<file path="config.mk">
export PLATFORM = sky130hd
export DESIGN_NAME = mmio_timer_slave_flat
export DESIGN_NICKNAME = d
export VERILOG_FILES = /design/src/rtl/mmio_pkg.sv /design/src/rtl/mmio_timer_slave_if.sv /design/src/rtl/mmio_timer_slave_timer_core.sv /design/src/rtl/mmio_timer_slave.sv /design/src/flat_wrapper.sv
export SDC_FILE = /design/constraint.sdc
export NUM_CORES = 1
export LEC_CHECK = 0
export CAP_MARGIN = 5
export CELL_PAD_IN_SITES_DETAIL_PLACEMENT = 0
export CELL_PAD_IN_SITES_GLOBAL_PLACEMENT = 2
export CORE_AREA = 2 2 157 159
export CTS_BUF_LIST = sky130_fd_sc_hd__clkbuf_8
export DETAILED_ROUTE_END_ITERATION = 8
export DIE_AREA = 0 0 159 161
export PLACE_DENSITY = 0.9
export SLEW_MARGIN = 25
export SYNTH_ARGS = -nofsm -noshare
export SYNTH_HDL_FRONTEND = slang
export SYNTH_SLANG_ARGS = --single-unit
</file>
<file path="constraint.sdc">
create_clock -name clk -period 2.06 [get_ports clk]
set_input_delay 0.309 -clock clk [delete_from_list [all_inputs] [get_ports clk]]
set_output_delay 0.309 -clock clk [all_outputs]
set_load 0.005 [all_outputs]
</file>
<file path="src/rtl/mmio_pkg.sv">
// Shared constants for the memory-mapped timer peripheral: register offsets,
// TCON bit positions and the default window base.
package mmio_pkg;

    localparam logic [31:0] MMIO_BASE_DEFAULT = 32'h4000_0000;

    localparam logic [4:0] OFF_TH      = 5'h00;
    localparam logic [4:0] OFF_TL      = 5'h04;
    localparam logic [4:0] OFF_TCON    = 5'h08;
    localparam logic [4:0] OFF_LED     = 5'h0C;
    localparam logic [4:0] OFF_PSC     = 5'h10;
    localparam logic [4:0] OFF_SYSTICK = 5'h14;

    localparam int TCON_EN = 0;
    localparam int TCON_IE = 1;
    localparam int TCON_ST = 2;

    // The window is 32 bytes, so only the upper 27 address bits take part.
    function automatic logic in_window(input logic [26:0] addr_hi, input logic [26:0] base_hi);
        return addr_hi == base_hi;
    endfunction

endpackage

</file>
<file path="src/rtl/mmio_timer_slave_if.sv">
// MEM-stage load/store bus as seen by the timer peripheral.
interface mmio_timer_slave_if;
    logic        MemRead;
    logic        MemWrite;
    logic [31:0] Address;
    logic [31:0] WrData;
    logic [31:0] RdData;
    logic        Hit;

    modport master (output MemRead, MemWrite, Address, WrData, input RdData, Hit);
    modport slave  (input MemRead, MemWrite, Address, WrData, output RdData, Hit);
endinterface

</file>
<file path="src/rtl/mmio_timer_slave_timer_core.sv">
// Reloadable timer: TH/TL/TCON, overflow/reload and interrupt level.
// Optional prescaler built when TIMER_PRESCALE_EN is defined.
module timer_core
    import mmio_pkg::*;
(
    input  logic        clk,
    input  logic        reset,
    input  logic        we_th_i,
    input  logic        we_tl_i,
    input  logic        we_tcon_i,
`ifdef TIMER_PRESCALE_EN
    input  logic        we_psc_i,
    output logic [15:0] psc_o,
`endif
    input  logic [31:0] wdata_i,
    output logic [31:0] th_o,
    output logic [31:0] tl_o,
    output logic [2:0]  tcon_o,
    output logic        irq_o
);

    logic [31:0] th_q, th_d;
    logic [31:0] tl_q, tl_d;
    logic [2:0]  tcon_q, tcon_d;
    logic        irq_q, irq_d;
    logic        tick_s;
    logic        ovf_s;

`ifdef TIMER_PRESCALE_EN
    logic [15:0] psc_q, psc_d;
    logic [15:0] pcnt_q, pcnt_d;

    // Prescale divider; any TCON or PSC write restarts the count.
    always_comb begin
        psc_d = we_psc_i ? wdata_i[15:0] : psc_q;
        if (we_tcon_i || we_psc_i) begin
            pcnt_d = 16'h0000;
        end else if (tcon_q[TCON_EN]) begin
            pcnt_d = (pcnt_q == psc_q) ? 16'h0000 : pcnt_q + 16'h0001;
        end else begin
            pcnt_d = pcnt_q;
        end
    end

    // Prescaler state.
    always_ff @(posedge clk) begin
        if (reset) begin
            psc_q  <= 16'h0000;
            pcnt_q <= 16'h0000;
        end else begin
            psc_q  <= psc_d;
            pcnt_q <= pcnt_d;
        end
    end

    assign tick_s = tcon_q[TCON_EN] && (pcnt_q == psc_q);
    assign psc_o  = psc_q;
`else
    assign tick_s = tcon_q[TCON_EN];
`endif

    assign ovf_s = tick_s && (tl_q == 32'hFFFF_FFFF);

    // Next state: CPU write beats count/reload on TL, overflow beats status clear.
    always_comb begin
        th_d = we_th_i ? wdata_i : th_q;
        if (we_tl_i) begin
            tl_d = wdata_i;
        end else if (ovf_s) begin
            tl_d = th_q;
        end else if (tick_s) begin
            tl_d = tl_q + 32'd1;
        end else begin
            tl_d = tl_q;
        end
        tcon_d = tcon_q;
        if (we_tcon_i) begin
            tcon_d[TCON_IE:TCON_EN] = wdata_i[1:0];
        end else begin
            tcon_d[TCON_IE:TCON_EN] = tcon_q[TCON_IE:TCON_EN];
        end
        if (ovf_s) begin
            tcon_d[TCON_ST] = 1'b1;
        end else if (we_tcon_i && wdata_i[TCON_ST]) begin
            tcon_d[TCON_ST] = 1'b0;
        end else begin
            tcon_d[TCON_ST] = tcon_q[TCON_ST];
        end
        irq_d = tcon_d[TCON_IE] & tcon_d[TCON_ST];
    end

    // Timer registers.
    always_ff @(posedge clk) begin
        if (reset) begin
            th_q   <= 32'h0000_0000;
            tl_q   <= 32'h0000_0000;
            tcon_q <= 3'b000;
            irq_q  <= 1'b0;
        end else begin
            th_q   <= th_d;
            tl_q   <= tl_d;
            tcon_q <= tcon_d;
            irq_q  <= irq_d;
        end
    end

    assign th_o   = th_q;
    assign tl_o   = tl_q;
    assign tcon_o = tcon_q;
    assign irq_o  = irq_q;

endmodule

</file>
<file path="src/rtl/mmio_timer_slave.sv">
// Peripheral window: decode, registered read mux, SYSTICK, LED and the timer.
// Define TIMER_PRESCALE_EN to add the PSC register at offset 0x10.
module mmio_timer_slave
    import mmio_pkg::*;
#(
    parameter logic [31:0] BASE_ADDR = MMIO_BASE_DEFAULT,
    parameter int          LED_W     = 8
) (
    input  logic              clk,
    input  logic              reset,
    mmio_timer_slave_if.slave bus,
    output logic              Interrupt,
    output logic [LED_W-1:0]  LED
);

    logic             in_win_s;
    logic             wr_s;
    logic [4:0]       off_s;
    logic             we_th_s, we_tl_s, we_tcon_s;
    logic [31:0]      rd_val_s;
    logic             mapped_s;
    logic [31:0]      rd_q, rd_d;
    logic             hit_q, hit_d;
    logic [31:0]      systick_q, systick_d;
    logic [LED_W-1:0] led_q, led_d;
    logic [31:0]      th_s, tl_s;
    logic [2:0]       tcon_s;
    logic             irq_s;
    logic             unused_addr_s;
`ifdef TIMER_PRESCALE_EN
    logic             we_psc_s;
    logic [15:0]      psc_s;
`endif

    assign unused_addr_s = ^bus.Address[1:0];
    assign in_win_s      = in_window(bus.Address[31:5], BASE_ADDR[31:5]);
    assign wr_s          = bus.MemWrite & in_win_s;
    assign off_s         = {bus.Address[4:2], 2'b00};

    // Address decode, write strobes and read selection from current state.
    always_comb begin
        we_th_s   = 1'b0;
        we_tl_s   = 1'b0;
        we_tcon_s = 1'b0;
`ifdef TIMER_PRESCALE_EN
        we_psc_s  = 1'b0;
`endif
        rd_val_s  = 32'h0000_0000;
        mapped_s  = 1'b0;
        led_d     = led_q;
        case (off_s)
            OFF_TH:      begin rd_val_s = th_s;              mapped_s = 1'b1; we_th_s   = wr_s; end
            OFF_TL:      begin rd_val_s = tl_s;              mapped_s = 1'b1; we_tl_s   = wr_s; end
            OFF_TCON:    begin rd_val_s = {29'h0, tcon_s};   mapped_s = 1'b1; we_tcon_s = wr_s; end
            OFF_LED: begin
                rd_val_s = 32'(led_q);
                mapped_s = 1'b1;
                led_d    = wr_s ? bus.WrData[LED_W-1:0] : led_q;
            end
`ifdef TIMER_PRESCALE_EN
            OFF_PSC:     begin rd_val_s = {16'h0000, psc_s}; mapped_s = 1'b1; we_psc_s  = wr_s; end
`endif
            OFF_SYSTICK: begin rd_val_s = systick_q;         mapped_s = 1'b1; end
            default:     begin rd_val_s = 32'h0000_0000;     mapped_s = 1'b0; end
        endcase
        if (bus.MemRead && in_win_s && mapped_s) begin
            rd_d  = rd_val_s;
            hit_d = 1'b1;
        end else begin
            rd_d  = 32'h0000_0000;
            hit_d = 1'b0;
        end
        systick_d = systick_q + 32'd1;
    end

    // Read-return, SYSTICK and LED registers.
    always_ff @(posedge clk) begin
        if (reset) begin
            rd_q      <= 32'h0000_0000;
            hit_q     <= 1'b0;
            systick_q <= 32'h0000_0000;
            led_q     <= {LED_W{1'b0}};
        end else begin
            rd_q      <= rd_d;
            hit_q     <= hit_d;
            systick_q <= systick_d;
            led_q     <= led_d;
        end
    end

    timer_core u_timer (
        .clk       (clk),
        .reset     (reset),
        .we_th_i   (we_th_s),
        .we_tl_i   (we_tl_s),
        .we_tcon_i (we_tcon_s),
`ifdef TIMER_PRESCALE_EN
        .we_psc_i  (we_psc_s),
        .psc_o     (psc_s),
`endif
        .wdata_i   (bus.WrData),
        .th_o      (th_s),
        .tl_o      (tl_s),
        .tcon_o    (tcon_s),
        .irq_o     (irq_s)
    );

    assign bus.RdData = rd_q;
    assign bus.Hit    = hit_q;
    assign Interrupt  = irq_s;
    assign LED        = led_q;

endmodule

</file>
<file path="src/flat_wrapper.sv">
// flat-port wrapper written by rule: the top's interface ports become plain ports
module mmio_timer_slave_flat import mmio_pkg::*;
#(
    parameter logic [31:0] BASE_ADDR = MMIO_BASE_DEFAULT,
    parameter int          LED_W     = 8
)
  (clk, reset, Interrupt, LED, bus_MemRead, bus_MemWrite, bus_Address, bus_WrData, bus_RdData, bus_Hit);
  mmio_timer_slave_if bus_i ();
  input  logic clk;
  input  logic reset;
  output logic Interrupt;
  output logic [LED_W-1:0] LED;
  input wire logic [$bits(bus_i.MemRead)-1:0] bus_MemRead;
  input wire logic [$bits(bus_i.MemWrite)-1:0] bus_MemWrite;
  input wire logic [$bits(bus_i.Address)-1:0] bus_Address;
  input wire logic [$bits(bus_i.WrData)-1:0] bus_WrData;
  output wire logic [$bits(bus_i.RdData)-1:0] bus_RdData;
  output wire logic [$bits(bus_i.Hit)-1:0] bus_Hit;
  assign bus_i.MemRead = bus_MemRead;
  assign bus_i.MemWrite = bus_MemWrite;
  assign bus_i.Address = bus_Address;
  assign bus_i.WrData = bus_WrData;
  assign bus_RdData = bus_i.RdData;
  assign bus_Hit = bus_i.Hit;
  mmio_timer_slave #(.BASE_ADDR(BASE_ADDR), .LED_W(LED_W)) u_core (.clk(clk), .reset(reset), .bus(bus_i), .Interrupt(Interrupt), .LED(LED));
endmodule
</file>
==> implementation parameters <==
Parameter                              Value

Run status
  Run status ... finished clean

Worst setup path
  CP Data Required Time ... 2.41 ns
  Setup crit start ... u_core.u_timer.tl_o[10]
  Cell with the biggest individual delay on the critical path ... dfxtp_1
  Crit path capture ... u_core.u_timer.tl_o[19]
  Cell count of the worst reg-to-reg path ... 8
  CP cell instances ... nand4_1, buf_4, or3_1, nor4_1, buf_4, nand3_1, xnor2_1, o221a_2
  Terminus of the critical flop-to-flop path ... u_core.u_timer.tl_o[19]
  Number of cells on the critical path ... 8
  Delay of the slowest cell on the worst path ... ~0.34 ns
  Type of the worst setup path ... reg2reg
  Kind of start point of the critical path ... flop
  Endpoint type of the worst setup path ... flop
  Critical register-to-register path startpoint ... u_core.u_timer.tl_o[10]
  Critical path peak fanout ... 3
  Buf/Inv on CP ... 2
  Worst path most repeated cell ... buf_4
  Data arrival, critical path ... roughly 2.4 ns
  R2R setup slack ... between 0.015 and 0.02 ns
  Kind of cell with the highest combined delay on the critical path ... simple AND/OR/NAND/NOR gates

Timing
  Layout Skew ... 0.0126 ns
  Slew @ Worst Pin ... 0.488 ns
  Total setup violations reported at the end of the flow ... 0
  Final hold viol count ... 0
  Post-route setup TNS ... 0 ns
  Max-slew headroom ... 0.672
  Shortest clock period the worst path allows after layout ... slightly above 2 ns
  Total count of max-transition violations in the final report ... 0
  FMAX ... ~490 MHz
  Final cycle utilization of the critical path ... 0.993
  Post-layout worst setup margin ... 0.0154 ns
  Worst hold margin ... between 0.3 and 0.4 ns

Synthesis
  Count of distinct cell types in the synthesized netlist ... 70
  Mean instance size in the synthesized netlist ... around 8 um2
  Cell type with the largest total area after synthesis ... dfxtp_1
  Ranking of synthesized cells by area ... dfxtp_1 40%, a21oi_1 7.0%, nor2_1 6.9%, mux2i_1 6.3%, nand2_1 5.8%
  Top cell types by occurrence after synthesis ... 141 x dfxtp_1, 130 x nor2_1, 109 x nand2_1, 100 x a21oi_1, 45 x mux2i_1
  Async set-reset flop share out of synthesis ... 0
  EDFF count, synth ... 0
  Total of warnings raised by yosys ... 0
  Top_reg_cell synth ... dfxtp_1
  Syn nets ... approximately 940
  Top-count cell post-synth ... dfxtp_1
  Number of cells produced by synthesis ... 868
  Total of flip-flops plus latches after synthesis ... roughly 140
  Portion of synthesized cell area occupied by the leading cell type ... 0.397
  Synthesized cell area ... ~7000 um2
  Portion of the post-synthesis area used by sequential elements ... 0.397

Drt
  Via count ... around 6,800
  Detailed-route wire length per cell ... 16.4 um
  Number of DRC violations after detailed routing ... 0
  Number of nets with antenna violations after detailed routing ... 0
  Met1 layer wirelength in the final routing ... roughly 11,000 um
  Vias per std cell ... slightly below 5
  Number of DRC markers in iteration 0 ... 475
  Post-detailed-routing wire length ... ~23,000 um
  Met3 wirelength from detailed routing ... 1110 um
  Top sig layer ... met4
  Met2 wire len ... 10,700 um
  Number of iterations in the first detailed-routing pass ... 7

Clock tree
  TritonCTS buffer count ... 17
  Clk pin slew, worst setup/hold paths ... ~0.08 ns
  Largest buffer count on any clock path ... 2
  H-tree depth ... 4
  # clock sinks ... ~140
  Clock root buffer ... clkbuf_8
  TritonCTS clock tree ... done
  Clock latency of the later-clocked register in the worst-skew pair ... ~0.46 ns

Global route
  GRT overflow ... 0
  Maximum number of pins on one net before global-route repair ... 77
  First-pass GRT wire length ... between 30,000 and 40,000 um
  Number of global-route vias before repair ... between 6,000 and 7,000
  Antenna violations before repair ... 0
  Global-route usage over all layers ... 0.172

Placement
  Placed Area ... 9130 um2
  Input/output buffers ... 107
  Post-detail-place hpwl ... about 16,000 um
  Dpl cells ... about 1,300
  Weighted congestion reported at the end of routability-driven placement ... roughly 0.83
  Post-place setup slack ... -0.583 ns

Hold path
  Hold path startpoint ... reset
  Class of the tightest hold or removal check ... in2reg

Layout
  Finished Cell Area ... roughly 10000 um2
  Post-layout utilization of the core ... 0.409
  Antenna Cells ... 0
  Share of cells above drive strength 1 ... 0.192
  Finished Layout Cells ... roughly 1,400
  Layout net count ... 1,120
  Area growth from synthesis to final layout ... 37.8%

Floorplanning
  Core Area ... around 24,000 um2
  Die Wd ... between 150 and 200 um
  Initial cell density of the core ... 0.296
  Top-level port count ... 110
  Row count ... 57
  Area enclosed by the die boundary ... between 20,000 and 30,000 um2
  Die Y ... ~160 um

Job
  Total of max-cap violations ... 0

Power
  P_leak ... about 3.6 nW
  Max IR drop VDD ... 274 uV
  Total power after layout ... between 5 and 6 mW
  Power per unit of standard cell area ... roughly 540 nW/um2
## area by class of cell
cell class	count	area, um2
Tap cell	324	405
Inverter	12	45.0
Multi-Input combinational cell	656	4050
Clock buffer	17	234
Fill cell	2494	14200
Clock inverter	15	149
Sequential cell	141	2830
Timing Repair Buffer	222	2080
## layout by cell type, fill, tap and decap left out, drive strengths merged, types with 7 or more instances in the layout
master	Yosys	final
nor3	30	30
and4	11	11
a211oi	7	7
mux2i	45	45
xnor2	14	14
nand2	112	112
nor2	136	136
o21ai	16	16
nor4	18	18
nand3	32	32
a31oi	7	7
xor2	24	24
nand2b	7	7
clkinvlp	0	7
clkdlybuf4s50	0	98
a21oi	101	101
dlymetal6s2s	0	7
and3	9	9
clkbuf	28	19
dfxtp	141	141
or3	14	14
inv	12	15
nand4	20	20
buf	31	115
## worst min-delay path by stage
| stage | to | slack, ns | depth (start not counted) |
|---|---|---|---|
| after detailed placement | u_core.u_timer.th_o[8] | 0.46 | 2 |
| after global routing | u_core.bus.RdData[1] | 0.39 | 4 |
| after CTS | u_core.LED[7] | 0.38 | 3 |
| after floorplan | u_core.u_timer.th_o[15] | 0.44 | 2 |
| after global placement | u_core.u_timer.th_o[8] | 0.45 | 2 |
| final | u_core.LED[2] | 0.38 | 3 |
## state kept, by name, summed over array words and instances, names as in the netlist
register / count
u_core.bus.RdData: 32
u_core.systick_q: 32
u_core.u_timer.th_o: 32
u_core.u_timer.tl_o: 32
u_core.LED: 8
u_core.u_timer.tcon_o: 3
u_core.bus.Hit: 1
u_core.u_timer.irq_o: 1
## timing repair
action                                  in CTS  in global routing
endpoints found under the setup margin      17                 91
resized for setup                            7                 26
pin swaps                                    1                 15
gates cloned                                 0                  4
hold buffers                                 0                  0
buffers inserted                             1                 10
## kinds of logic (layout without fill, tap and decap cells)
kind of cell	Yosys count	count (layout)	share of synthesized area
xor gates and xnor gates	38	38	0.0469
DFF	141	141	0.397
AOI/OAI and AO/OA	165	165	0.140
buffers and inverters	71	266	0.0465
adders and majority gates	2	2	0.00352
muxes	47	47	0.0698
and+or+nand+nor	404	404	0.296
## worst reg2reg max path: cells and delay by family (launching register included)
| family | cells | cell delay [ns] |
|---|---|---|
| compound gates | 1 | 0.29 |
| xor+xnor | 1 | 0.15 |
| buf+inv | 2 | 0.36 |
| flops | 1 | 0.34 |
| simple gates | 4 | 0.79 |
## power by group
part           internal, mW  switching (mW)  leakage (nW)  total, mW
combinational         0.174           0.174          2.33      0.348
sequential             2.73         0.00457          1.14       2.74
clock                  1.07            1.14         0.178       2.21
total                  3.97            1.32          3.64       5.29
## layer usage
layer | track usage | vias to the layer above
met4 | 0.0492 | 0
met1 | 0.233 | 3175
li1 | - | 3409
met3 | 0.0316 | 28
met5 | 0 | -
met2 | 0.280 | 177
Power figures use the tool's default switching activity.
